**src/rtl/spi_sclk_gen_if.sv**
```systemverilog
// spi_sclk_gen_if: burst request in, SCLK pin, bit strobes and status out.
// Ports: clk_cnt_en, sclk, shift_en, sample_en, busy, edge_cnt[CNT_W].
interface spi_sclk_gen_if #(
    parameter int CNT_W = 16
);
    logic             clk_cnt_en;
    logic             sclk;
    logic             shift_en;
    logic             sample_en;
    logic             busy;
    logic [CNT_W-1:0] edge_cnt;

    modport master (
        input  clk_cnt_en,
        output sclk,
        output shift_en,
        output sample_en,
        output busy,
        output edge_cnt
    );

    modport slave (
        output clk_cnt_en,
        input  sclk,
        input  shift_en,
        input  sample_en,
        input  busy,
        input  edge_cnt
    );
endinterface

```
**src/rtl/spi_sclk_gen.sv**
```systemverilog
// spi_sclk_gen: SPI serial clock and shift/sample strobe generator with CS gaps.
// Ports: clk, rst (sync, active-high), bus (master modport of spi_sclk_gen_if).
module spi_sclk_gen #(
    parameter int CLK_DIV   = 4,
    parameter bit CPOL      = 1'b0,
    parameter bit CPHA      = 1'b0,
    parameter int SETUP_CYC = 2,
    parameter int HOLD_CYC  = 2,
    parameter int CNT_W     = 16
) (
    input logic            clk,
    input logic            rst,
    spi_sclk_gen_if.master bus
);
    localparam int DW = $clog2(CLK_DIV);
    localparam int SW = $clog2(SETUP_CYC + 1);
    localparam int HW = $clog2(HOLD_CYC + 1);

    localparam logic [DW-1:0] DIV_LAST  = DW'(CLK_DIV - 1);
    localparam logic [SW-1:0] SET_LAST  = SW'(SETUP_CYC - 1);
    localparam logic [HW-1:0] HOLD_LAST = HW'(HOLD_CYC - 1);

    typedef enum logic [2:0] {
        IDLE,
        SETUP,
        RUN,
        DRAIN,
        HOLD
    } state_t;

    state_t           state_q, state_d;
    logic [DW-1:0]    div_q, div_d;
    logic [SW-1:0]    set_q, set_d;
    logic [HW-1:0]    hold_q, hold_d;
    logic             sclk_q, sclk_d;
    logic             shift_q, shift_d;
    logic             sample_q, sample_d;
    logic             busy_q, busy_d;
    logic [CNT_W-1:0] edge_q, edge_d;

    logic wrap;
    logic at_idle;

    assign wrap    = (div_q == DIV_LAST);
    // sclk at its idle level means the next toggle is a leading edge
    assign at_idle = (sclk_q == CPOL);

    always_ff @(posedge clk) begin
        if (rst) begin
            state_q  <= IDLE;
            div_q    <= '0;
            set_q    <= '0;
            hold_q   <= '0;
            sclk_q   <= CPOL;
            shift_q  <= 1'b0;
            sample_q <= 1'b0;
            busy_q   <= 1'b0;
            edge_q   <= '0;
        end else begin
            state_q  <= state_d;
            div_q    <= div_d;
            set_q    <= set_d;
            hold_q   <= hold_d;
            sclk_q   <= sclk_d;
            shift_q  <= shift_d;
            sample_q <= sample_d;
            busy_q   <= busy_d;
            edge_q   <= edge_d;
        end
    end

    always_comb begin
        state_d  = state_q;
        div_d    = div_q;
        set_d    = set_q;
        hold_d   = hold_q;
        sclk_d   = sclk_q;
        shift_d  = 1'b0;
        sample_d = 1'b0;
        edge_d   = edge_q;
        unique case (state_q)
            IDLE: begin
                sclk_d = CPOL;
                if (bus.clk_cnt_en) begin
                    state_d = SETUP;
                    set_d   = '0;
                    edge_d  = '0;
                end
            end
            SETUP: begin
                if (!bus.clk_cnt_en) begin
                    state_d = HOLD;
                    hold_d  = '0;
                end else if (set_q == SET_LAST) begin
                    state_d = RUN;
                    div_d   = '0;
                end else begin
                    set_d = set_q + 1'b1;
                end
            end
            RUN: begin
                if (!bus.clk_cnt_en) begin
                    if (at_idle) begin
                        state_d = HOLD;
                        hold_d  = '0;
                    end else if (wrap) begin
                        // trailing edge falls on this very clock: no drain needed
                        sclk_d  = CPOL;
                        div_d   = '0;
                        state_d = HOLD;
                        hold_d  = '0;
                    end else begin
                        div_d   = div_q + 1'b1;
                        state_d = DRAIN;
                    end
                end else if (wrap) begin
                    div_d  = '0;
                    sclk_d = ~sclk_q;
                    if (at_idle) begin
                        if (edge_q != '1) begin
                            edge_d = edge_q + 1'b1;
                        end
                        sample_d = !CPHA;
                        shift_d  = CPHA;
                    end else begin
                        sample_d = CPHA;
                        shift_d  = !CPHA;
                    end
                end else begin
                    div_d = div_q + 1'b1;
                end
            end
            DRAIN: begin
                // close the open half-period silently
                if (wrap) begin
                    sclk_d  = CPOL;
                    div_d   = '0;
                    state_d = HOLD;
                    hold_d  = '0;
                end else begin
                    div_d = div_q + 1'b1;
                end
            end
            HOLD: begin
                sclk_d = CPOL;
                if (hold_q == HOLD_LAST) begin
                    state_d = IDLE;
                end else begin
                    hold_d = hold_q + 1'b1;
                end
            end
            default: begin
                state_d = IDLE;
                sclk_d  = CPOL;
            end
        endcase
        busy_d = (state_d != IDLE);
    end

    assign bus.sclk      = sclk_q;
    assign bus.shift_en  = shift_q;
    assign bus.sample_en = sample_q;
    assign bus.busy      = busy_q;
    assign bus.edge_cnt  = edge_q;
endmodule

```
**src/flat_wrapper.sv**
```systemverilog
// flat-port wrapper written by rule: the top's interface ports become plain ports
module spi_sclk_gen_flat 
#(
    parameter int CLK_DIV   = 4,
    parameter bit CPOL      = 1'b0,
    parameter bit CPHA      = 1'b0,
    parameter int SETUP_CYC = 2,
    parameter int HOLD_CYC  = 2,
    parameter int CNT_W     = 16
)
  (clk, rst, bus_clk_cnt_en, bus_sclk, bus_shift_en, bus_sample_en, bus_busy, bus_edge_cnt);
  spi_sclk_gen_if #(.CNT_W(CNT_W)) bus_i ();
  input logic clk;
  input logic rst;
  input wire logic [$bits(bus_i.clk_cnt_en)-1:0] bus_clk_cnt_en;
  output wire logic [$bits(bus_i.sclk)-1:0] bus_sclk;
  output wire logic [$bits(bus_i.shift_en)-1:0] bus_shift_en;
  output wire logic [$bits(bus_i.sample_en)-1:0] bus_sample_en;
  output wire logic [$bits(bus_i.busy)-1:0] bus_busy;
  output wire logic [$bits(bus_i.edge_cnt)-1:0] bus_edge_cnt;
  assign bus_i.clk_cnt_en = bus_clk_cnt_en;
  assign bus_sclk = bus_i.sclk;
  assign bus_shift_en = bus_i.shift_en;
  assign bus_sample_en = bus_i.sample_en;
  assign bus_busy = bus_i.busy;
  assign bus_edge_cnt = bus_i.edge_cnt;
  spi_sclk_gen #(.CLK_DIV(CLK_DIV), .CPOL(CPOL), .CPHA(CPHA), .SETUP_CYC(SETUP_CYC), .HOLD_CYC(HOLD_CYC), .CNT_W(CNT_W)) u_core (.clk(clk), .rst(rst), .bus(bus_i));
endmodule
```
**config.mk**
```make
export PLATFORM = sky130hd
export DESIGN_NAME = spi_sclk_gen_flat
export DESIGN_NICKNAME = d
export VERILOG_FILES = /design/src/rtl/spi_sclk_gen_if.sv /design/src/rtl/spi_sclk_gen.sv /design/src/flat_wrapper.sv
export SDC_FILE = /design/constraint.sdc
export NUM_CORES = 1
export LEC_CHECK = 0
export CAP_MARGIN = 25
export CORE_MARGIN = 4
export CORE_UTILIZATION = 45
export CTS_CLUSTER_SIZE = 30
export DETAILED_ROUTE_END_ITERATION = 10
export HOLD_SLACK_MARGIN = 0.02
export PLACE_DENSITY_LB_ADDON = 0.05
export SYNTH_ARGS = -nofsm -noshare
export SYNTH_HDL_FRONTEND = slang
export SYNTH_SLANG_ARGS = --single-unit
```
**constraint.sdc**
```tcl
create_clock -name clk -period 6.4 [get_ports clk]
set_clock_uncertainty 0.2 [all_clocks]
set_input_delay 1.28 -clock clk [delete_from_list [all_inputs] [get_ports clk]]
set_output_delay 1.28 -clock clk [all_outputs]
set_load 0.02 [all_outputs]
```
# Word level (Yosys, flattened, before mapping)

Cells that the tools add are included.

Add/sub/neg operators: 4
$mul: 0
Divide/modulo/power cells: 0
$lt $le $gt $ge: 0
Equal/unequal tests: 22
Shift-type cells: 0
Mux-type cells: 39
Bitwise gates (word level): 5
Reduce and logical (&&, ||, !) cells: 12

Operator list:

| operator              | number |
|---|---|
| $mux 16               | 5 |
| $pmux 16 s2           | 1 |
| $mux 2                | 13 |
| $mux 3                | 8 |
| $add 16x1->16 const B | 1 |
| $ne 16x16->1 const B  | 1 |
| $ne 2x2->1 const B    | 8 |
| $pmux 3 s5            | 1 |
| $reduce_and 4->1      | 3 |
| $ne 2x1->1 const B    | 4 |
| $pmux 2 s4            | 1 |
| $mux 1                | 7 |
| $add 2x1->2 const B   | 3 |
| $eq 3x2->1 const B    | 2 |
| $ne 3x2->1 const B    | 2 |
| $pmux 2 s3            | 1 |
| $reduce_and 6->1      | 1 |
| $reduce_bool 3->1     | 2 |
| $not 1->1             | 5 |
| $eq 2x1->1 const B    | 2 |
| $pmux 2 s2            | 1 |
| $reduce_bool 2->1     | 2 |
| $reduce_bool 4->1     | 1 |
| $reduce_or 4->1       | 1 |
| 6 further kinds       | 6 |

Flip-flop bits (word level): 29
Bits in latches: 0
Memory bits (writable): 0
Bits in read-only memories: 0
Input port bits: 3
Output and inout port bits: 20
Memories: 0

# Depth between registers and ports, before layout

Gate-level depths: netlist (run 1).

Depth in word-level cells: 6
Depth in mapped cells: 7
Gate-level depth less buffers: 7

# Least setup slack after synthesis (run 1)

No wires, ideal clock.

Path type: in2reg
Start point: in bus_clk_cnt_en
End point: reg u_core.edge_q[11], in the netlist u_core.bus.edge_cnt[11]
Library setup time: 0.114 ns
Data arrival time: 2.279 ns
Data required time: 6.086 ns
Path slack: 3.807 ns
Stages on the path: 6
Buffers on the path: 1
Path through: nand2b_1 -> a211o_1 -> a21oi_2 -> buf_2 -> a21oi_1 -> a21o_1

Longest elaborated chain between the ends: 2
Elaborated cells on any way between the ends: 3

Ends and longest elaborated chain:

| what                                | line               | source |
|---|---|---|
| start: declaration                  | flat_wrapper.sv:15 | `input wire logic [$bits(bus_i.clk_cnt_en)-1:0] bus_clk_cnt_en;` |
| $ne 2x2->1 (no source line)         | --                 |  |
| $reduce_and 6->1 (no source line) * | --                 |  |
| end signal: assignment              | spi_sclk_gen.sv:68 | `edge_q <= edge_d;` |
| end: declaration                    | spi_sclk_gen.sv:39 | `logic [CNT_W-1:0] edge_q, edge_d;` |

Every way passes the cells marked *; elsewhere a longest branch is shown, timed or not.
A chain may end at the register's enable or synchronous reset.

# Worst setup path in the final report (run 1)

Start point: in bus_clk_cnt_en
End point: reg u_core.edge_q[10], in the netlist u_core.bus.edge_cnt[10]

Same word-level chain as after synthesis.

==> out/results.txt, run 1 <==
status: finished clean
Finish-stage setup viols: 0
Worst path depth: 6
final hold vios: 0
vias in the first global route: 1390
RR Endpoint: u_core.bus.edge_cnt[12]
drt pass-1 iters: 4
Hold Path Class: flip-flop to flip-flop
period utilization: 52.1%
core region area: 3360 sq um
Starting Density: 46.7%
clk_lat worst skew: 0.33 ns
DRT iter0 DRCs: 75
Layout Cells excl Fill: 257
Avg Synthesized Cell Area: 8.30 sq um
Synth top area share: 37.0%
R2R depth: 6
Cells after Synth: 189
commonest cells after routing, fill and taps aside: dfxtp_1, clkdlybuf4s50_1, nand2_1, nor2_1, a21oi_1
pwr dens: 209 nW/um^2
worst path cell trace: clkdlybuf4s50_1, nand2b_1, a211o_1, a21oi_2, o21ai_0, a32o_1
Syn Nets: 196
CP max stage cell: clkdlybuf4s50_1
Num CTS Buffers: 5
Die W: 67.1 um
Seq/Total Area, Yosys: 37.0%
Total Routing Usage GR: 18.3%
RR Startpoint: u_core.bus.edge_cnt[1]
clock buffer depth: 2
vias per cell: 5.77
Largest stage delay, worst path: 0.61 ns
Critical Path End: u_core.bus.edge_cnt[10]
cell family with most CP delay: compound AO/OA/AOI/OAI gates
largest net degree at the start of global routing: 32
synthesis-stage register bit count: 29
maximum VDD drop: 0.141 mV
sum of buffers and inverters on the critical path: 1
asr flop ratio synth: 0%
die area: 4500 sq um
layout cell share with drive strength beyond 1: 9.95%
Worst setup SP type: input pin
Sequential Power Share: 46.1%
RePlAce Congestion: 0.804
post-synth cell types: 47
DR vias: 1483
Final ANT Viol Nets: 0
Die H: 67.1 um
largest cells by area after synthesis: dfxtp_1, a21oi_1, o21ai_0
Clk pwr share: 47.6%
crit path time final: 3.34 ns
EDFF count, synth: 0
IO Pins: 23
I/O Buffers: 22
Post-DP Area: 1810 sq um
Syn-to-layout area delta: 22.1%
yosys warns: 0
Clock Sinks: 29
total power: 0.000401 W
Critical Path Fanout Max: 18
area leader, netlist: dfxtp_1
Root Buffer: clkbuf_4
nets: 217
Max Cap Viol: 0
Switching Share: 22.0%
Placed Instances: 249
commonest non-fill, non-tap cell in the layout: dfxtp_1
Final Instance Area: 1920 sq um
RSZ-0062 raised after global routing: false
first-pass GRT wire length: 6.29 mm
Pint: 0.000313 W
Fmax achieved: 300 MHz
Final Slew Violations: 0
setup TNS: 0 ns
hold slack: 0.283 ns
total grt overflow: 0
H-tree depth: 2
Pleak: 0.665 nW
hpwl dp: 2.62 mm
final WL: 3.72 mm
Crit path required time: 6.43 ns
Comb power frac: 6.3%
CTS Hold Buffers Added: 0
WP data arrival: 3.37 ns
Setup Buffers After CTS: 0
Sw Pwr: 0.0000882 W
ant diodes: 0
Worst Tran Pin Value: 0.752 ns
post_cts resized: 0
kind of critical path: input pin to flip-flop
Crit. End Element: flip-flop
R2R Setup Slk: 3.94 ns
Slew headroom: 49.9%
CP Launch Point: bus_clk_cnt_en
Avg WL per Cell: 14.5 um
post-synthesis instance area: 1570 sq um
initial antenna violation count: 0
DR DRC count: 0
TritonCTS clock tree: yes
Top FF cell, synth: dfxtp_1
Worst-path clk slew: 0.11 ns
std cell rows: 21
[Yosys cell counts (3+ instances only)]
cell type and instances:
nor2_1 15, o21ai_0 12, nor4_1 5, ha_1 4, buf_2 3, a21oi_1 15
and3_1 5, dfxtp_1 29, a41oi_1 3, a311oi_1 5, inv_1 8, nor4b_1 3
nor3_1 8, nand2_1 16, nand3_1 6, nand2b_1 7, clkbuf_1 5
[final cells by class]
type,instances,area (sq um)
multi-input combinational,142,913
clock buffer,5,37.5
sequential,29,581
clock inverter,3,65.1
fill,342,1450
timing repair buffer,23,228
tap,46,57.6
inverter,9,33.8
[flip-flops by register name, summed over array words and instances (netlist names)]
register and cells:
u_core.bus.sample_en 1, u_core.bus.edge_cnt 16, u_core.div_q 2, u_core.state_q 3
u_core.hold_q 2, u_core.bus.busy 1, u_core.bus.sclk 1, u_core.bus.shift_en 1
u_core.set_q 2
[cells by family (layout without fill, tap and decap cells)]
family / Yosys count / in the layout / synth area share, %
simple gates: 78 / 78 / 28.7
compound gates: 56 / 56 / 23.7
flops: 29 / 29 / 37.0
buf+inv: 18 / 40 / 4.78
fa+ha+maj: 5 / 5 / 3.83
mux: 3 / 3 / 1.99
[through the flow]
stage | util [%] | setup slack, ns
floorplan | - | 3.81
CTS | 57.0 | 3.08
global placement | 53.9 | 2.81
global route | 57.0 | 2.92
finish | 57.0 | 3.06
detailed placement | 53.9 | 2.73
[worst min-delay path by stage]
stage,from,to,cells past startpoint
global route,u_core.bus.edge_cnt[13],u_core.bus.edge_cnt[13],2
CTS,u_core.hold_q[1],u_core.hold_q[1],2
detailed placement,u_core.hold_q[1],u_core.hold_q[1],2
floorplan,u_core.hold_q[0],u_core.hold_q[0],1
global placement,u_core.hold_q[0],u_core.hold_q[0],1
finish,u_core.hold_q[1],u_core.hold_q[1],2
[routing by layer]
metal  GRT usage [%]  part of all wire [%]  routed length [um]
met1            21.7                    48                1770
met2            31.7                    49                1830
met3            5.23                   2.6                  95
met4            5.32                  0.81                  30
met5               0                     0                   0
[power groups by stage]
stage	clock, W	combinational [W]	sequential [W]
after global routing	0.000203	0.0000282	0.000185
after detailed placement	0	0.0000254	0.000189
after floorplan	0	0.0000182	0.000189
final	0.000191	0.0000253	0.000185
after global placement	0	0.0000247	0.000189
after CTS	0.000195	0.0000254	0.000185
[tightest hold or removal path, stage by stage, from the launching register on]
cell and delay [ns]:
dfxtp_1 0.32, o21ai_0 0.06, a21oi_1 0.06
(Power assumes the default switching activity.)
==> run 2: changes to the inputs <==
==> constraint.sdc (replaced) <==
create_clock -name clk -period 3 [get_ports clk]
set_clock_uncertainty 0.2 [all_clocks]
set_input_delay 0.6 -clock clk [delete_from_list [all_inputs] [get_ports clk]]
set_output_delay 0.6 -clock clk [all_outputs]
set_load 0.02 [all_outputs]
==> run 2 against run 1 <==
Net effect: power is 72% higher; register-to-register slack worse by 3.3 ns; cell area is 0.91% lower; sequential cell count stayed put; die area stayed put; clock-buffer cell count stayed put; setup slack worse by 2.4 ns; wire length is 1.7% higher; global-route usage is 0.90 points higher.
==> out/results.txt, run 2 (same netlist as run 1, synthesis figures left out) <==
vias in the first global route: 1452
Worst Tran Pin Value: 0.482 ns
RSZ-0062 raised after global routing: false
Worst-path clk slew: 0.10 ns
layout cell share with drive strength beyond 1: 11.6%
ant diodes: 0
RR Endpoint: u_core.bus.edge_cnt[4]
DR DRC count: 0
total grt overflow: 0
period utilization: 78.7%
post_cts resized: 0
RR Startpoint: u_core.bus.edge_cnt[0]
Clock Sinks: 29
hold_sp: u_core.hold_q[0]
Crit path required time: 3.01 ns
final WL: 3.79 mm
RePlAce Congestion: 0.848
R2R depth: 7
Num CTS Buffers: 5
Die W: 67.1 um
hpwl dp: 2.73 mm
Slew headroom: 67.6%
die area: 4500 sq um
Setup Buffers After CTS: 0
Pleak: 0.661 nW
Avg WL per Cell: 14.5 um
clock buffer depth: 2
commonest cells after routing, fill and taps aside: dfxtp_1, clkdlybuf4s50_1, nand2_1, nor2_1, a21oi_1
Die H: 67.1 um
CTS Hold Buffers Added: 0
Syn-to-layout area delta: 21.0%
Finish-stage setup viols: 0
commonest non-fill, non-tap cell in the layout: dfxtp_1
Final Slew Violations: 0
Critical Path Fanout Max: 8
core occupancy in the finished layout: 56.4%
kind of critical path: flip-flop to flip-flop
nets: 221
worst hold endpoint: u_core.hold_q[0]
CP Launch Point: u_core.bus.edge_cnt[0]
Worst setup SP type: flip-flop
DR vias: 1524
Crit. End Element: flip-flop
Max Cap Viol: 0
status: finished clean
vias per cell: 5.84
Starting Density: 46.7%
IO Pins: 23
worst path cell trace: ha_1, nand4_2, nor4_2, a21oi_2, buf_4, a41oi_1, a311oi_1
CP max stage cell: dfxtp_1
Final ANT Viol Nets: 0
clk_lat worst skew: 0.32 ns
first-pass GRT wire length: 6.68 mm
H-tree depth: 2
setup TNS: 0 ns
Post-DP Area: 1840 sq um
Total Routing Usage GR: 19.2%
drt pass-1 iters: 4
WP data arrival: 2.37 ns
Final Instance Area: 1900 sq um
std cell rows: 21
Root Buffer: clkbuf_4
core region area: 3360 sq um
initial antenna violation count: 0
fillers: 354
Fmax achieved: 424 MHz
hold depth: 1
Hold Path Class: flip-flop to flip-flop
DRT iter0 DRCs: 229
largest net degree at the start of global routing: 19
maximum VDD drop: 0.165 mV
pwr dens: 363 nW/um^2
I/O Buffers: 22
final hold vios: 0
Largest stage delay, worst path: 0.44 ns
R2R Setup Slk: 0.64 ns
Largest register FFs: 16
crit path time final: 2.36 ns
TritonCTS clock tree: yes
run 2: changes by cell type in the layout (fill, tap and decap cells not counted):
cell / delta
clkinvlp_4: +1
clkinv_2: +1
bufinv_16: -2
buf_4: +4
run 2: critical path, delay by kind of cell, from the launching register on:
kind | cells | cell delay [ns]
DFF | 1 | 0.44
AOI/OAI and AO/OA | 3 | 0.47
buffers and inverters | 1 | 0.21
adders and majority gates | 1 | 0.32
and+or+nand+nor | 2 | 0.61
run 2: where the power goes:
group | switching [W] | internal (W)
Sequential | 0.00000510 | 0.000389
Clock | 0.000147 | 0.0000883
Combinational | 0.0000354 | 0.0000238
run 2: area by class of cell:
cell class,count,area (sq um),share of cell area (%)
well taps,46,57.6,3.03
repair buffers,27,258,13.6
clock buffers,5,37.5,1.98
flip-flops and latches,29,581,30.6
inverters,9,33.8,1.78
multi-input cells,142,913,48.1
clock inverters,3,17.5,0.923
run 2: through the flow:
stage               instances  worst slack [ns]  hold slack [ns]  total power, W
detailed placement        253             0.346            0.280        0.000462
floorplan                 189             0.728            0.244        0.000441
global route              261             0.431            0.335        0.000729
global placement          253             0.399            0.266        0.000460
finish                    261             0.639            0.290        0.000689
CTS                       261             0.648            0.294        0.000697
run 2: worst max-delay path by stage:
stage / to / slack [ns] / cells after the start
4_1_cts: bus_edge_cnt[2] / 0.65 / 1
6_report: u_core.bus.edge_cnt[4] / 0.64 / 7
3_3_place_gp: u_core.bus.edge_cnt[9] / 0.40 / 7
3_5_place_dp: u_core.bus.edge_cnt[9] / 0.35 / 7
2_1_floorplan: u_core.bus.edge_cnt[15] / 0.73 / 7
5_1_grt: u_core.bus.edge_cnt[4] / 0.43 / 7
run 2: layer usage:
layer / wire length (um) / vias to the layer above / track usage, %
li1: - / 755 / -
met3: 173 / 5 / 4.38
met1: 1760 / 714 / 23.8
met2: 1810 / 50 / 32.3
met4: 44 / 0 / 6.84
met5: 0 / - / 0
==> run 3: changes to the inputs <==
==> constraint.sdc (replaced) <==
create_clock -name clk -period 2.3 [get_ports clk]
set_clock_uncertainty 0.2 [all_clocks]
set_input_delay 0.46 -clock clk [delete_from_list [all_inputs] [get_ports clk]]
set_output_delay 0.46 -clock clk [all_outputs]
set_load 0.02 [all_outputs]
==> run 3 against run 2 <==
Net effect: non-clock buffer count rose by 14; register-to-register slack got worse by 0.56 ns; combinational power rose by 49%; critical endpoint is now u_core.bus.edge_cnt[3]; largest power group is now the clock network.
==> out/results.txt, run 3 (same netlist as run 1, synthesis figures left out) <==
maximum VDD drop: 0.320 mV
worst slack at placement: -0.121 ns
kind of critical path: flip-flop to flip-flop
Finish-stage setup viols: 0
CP max stage cell: dfxtp_1
core occupancy in the finished layout: 62.1%
cell family with most CP delay: compound AO/OA/AOI/OAI gates
period utilization: 96.7%
Clock Sinks: 29
Slew headroom: 73.8%
DRT iter0 DRCs: 92
Worst setup SP type: flip-flop
Pleak: 0.785 nW
ant diodes: 0
first-pass GRT wire length: 7.10 mm
DR vias: 1584
final hold vios: 0
busiest metal layer after global routing: met2
Hold Path Class: flip-flop to flip-flop
die area: 4500 sq um
drt pass-1 iters: 4
final worst slack: 0.0753 ns
std cell rows: 21
RR Startpoint: u_core.div_q[0]
vias per cell: 5.76
commonest cells after routing, fill and taps aside: dfxtp_1, clkdlybuf4s50_1, buf_4, nand2_1, nor2_1
clock buffer depth: 2
IO Pins: 23
Critical Path Fanout Max: 6
clk_lat worst skew: 0.33 ns
layout cell share with drive strength beyond 1: 18.3%
Largest register FFs: 16
total power: 0.00113 W
hpwl dp: 2.87 mm
sum of buffers and inverters on the critical path: 1
WP data arrival: 2.26 ns
Layout Cells excl Fill: 275
Largest stage delay, worst path: 0.37 ns
Syn-to-layout area delta: 33.0%
TritonCTS clock tree: yes
status: finished clean
Placed Instances: 266
M2 GR Usage: 33.5%
Num CTS Buffers: 5
RR Endpoint: u_core.bus.edge_cnt[3]
vias in the first global route: 1561
met3 usage: 5.40%
DR DRC count: 0
largest net degree at the start of global routing: 18
R2R depth: 7
Worst Tran Pin Value: 0.391 ns
Fmax achieved: 450 MHz
Crit path required time: 2.33 ns
Worst-path clk slew: 0.10 ns
Crit. End Element: flip-flop
Die H: 67.1 um
Max Cap Viol: 0
nets: 235
H-tree depth: 2
Root Buffer: clkbuf_4
total grt overflow: 0
initial antenna violation count: 0
commonest non-fill, non-tap cell in the layout: dfxtp_1
CTS Hold Buffers Added: 0
Worst path depth: 7
GRT met1 Usage: 25.0%
Critical Path End: u_core.bus.edge_cnt[3]
RePlAce Congestion: 0.877
worst path cell trace: ha_1, and4bb_2, nand3_1, a21oi_4, buf_4, a41oi_1, a311oi_2
crit path time final: 2.22 ns
R2R Setup Slk: 0.08 ns
Starting Density: 46.7%
pwr dens: 543 nW/um^2
Final Slew Violations: 0
Die W: 67.1 um
Total Routing Usage GR: 20.6%
final WL: 4.11 mm
Final ANT Viol Nets: 0
core region area: 3360 sq um
CP Launch Point: u_core.div_q[0]
I/O Buffers: 22
Avg WL per Cell: 14.9 um
==> run 3: per-layer routing <==
metal	vias up	wire, um
li1	785	-
met1	758	1850
met2	32	2040
met3	9	130
met4	0	90
met5	-	0
==> run 3: area by class of cell <==
class / count / area, sq um
Fill cell: 345 / 1280
Multi-Input combinational cell: 142 / 948
Sequential cell: 29 / 582
Timing Repair Buffer: 41 / 363
Clock inverter: 3 / 65.1
Tap cell: 46 / 57.6
Clock buffer: 5 / 37.5
Inverter: 9 / 33.8
==> run 3: how the worst min path moves through the flow <==
| stage | from | to | slack (ns) | cells after the start |
|---|---|---|---|---|
| 3_3_place_gp | u_core.hold_q[0] | u_core.hold_q[0] | 0.26 | 1 |
| 2_1_floorplan | u_core.hold_q[0] | u_core.hold_q[0] | 0.24 | 1 |
| 5_1_grt | u_core.set_q[1] | u_core.set_q[1] | 0.32 | 2 |
| 6_report | u_core.set_q[1] | u_core.set_q[1] | 0.29 | 2 |
| 3_5_place_dp | u_core.set_q[1] | u_core.set_q[1] | 0.28 | 2 |
| 4_1_cts | u_core.hold_q[0] | u_core.hold_q[0] | 0.30 | 1 |
==> run 3: tightest hold or removal path, stage by stage, from the launching register on <==
cell and delay (ns):
dfxtp_1 0.34, a21oi_1 0.06, nor2_1 0.07
==> run 3: metrics by stage <==
| step | hold WS (ns) | area (sq um) | setup TNS, ns |
|---|---|---|---|
| after CTS | 0.301 | 2040 | 0 |
| final | 0.293 | 2090 | 0 |
| after floorplan | 0.244 | 1570 | 0 |
| after global placement | 0.262 | 1940 | -0.00444 |
| after detailed placement | 0.278 | 1940 | -0.292 |
| after global routing | 0.322 | 2090 | -0.0159 |
==> run 3: timing repair <==
item,4_1_cts,5_1_grt
setup buffers,0,1
hold endpoints to repair,0,0
resized for setup,0,6
setup endpoints to repair,0,3
==> run 3: report_power, final <==
part	internal, W	switching (W)	total, W
clock network	0.000336	0.000195	0.000531
logic	0.0000391	0.0000492	0.0000884
registers	0.000508	0.00000649	0.000514
total	0.000883	0.000251	0.00113
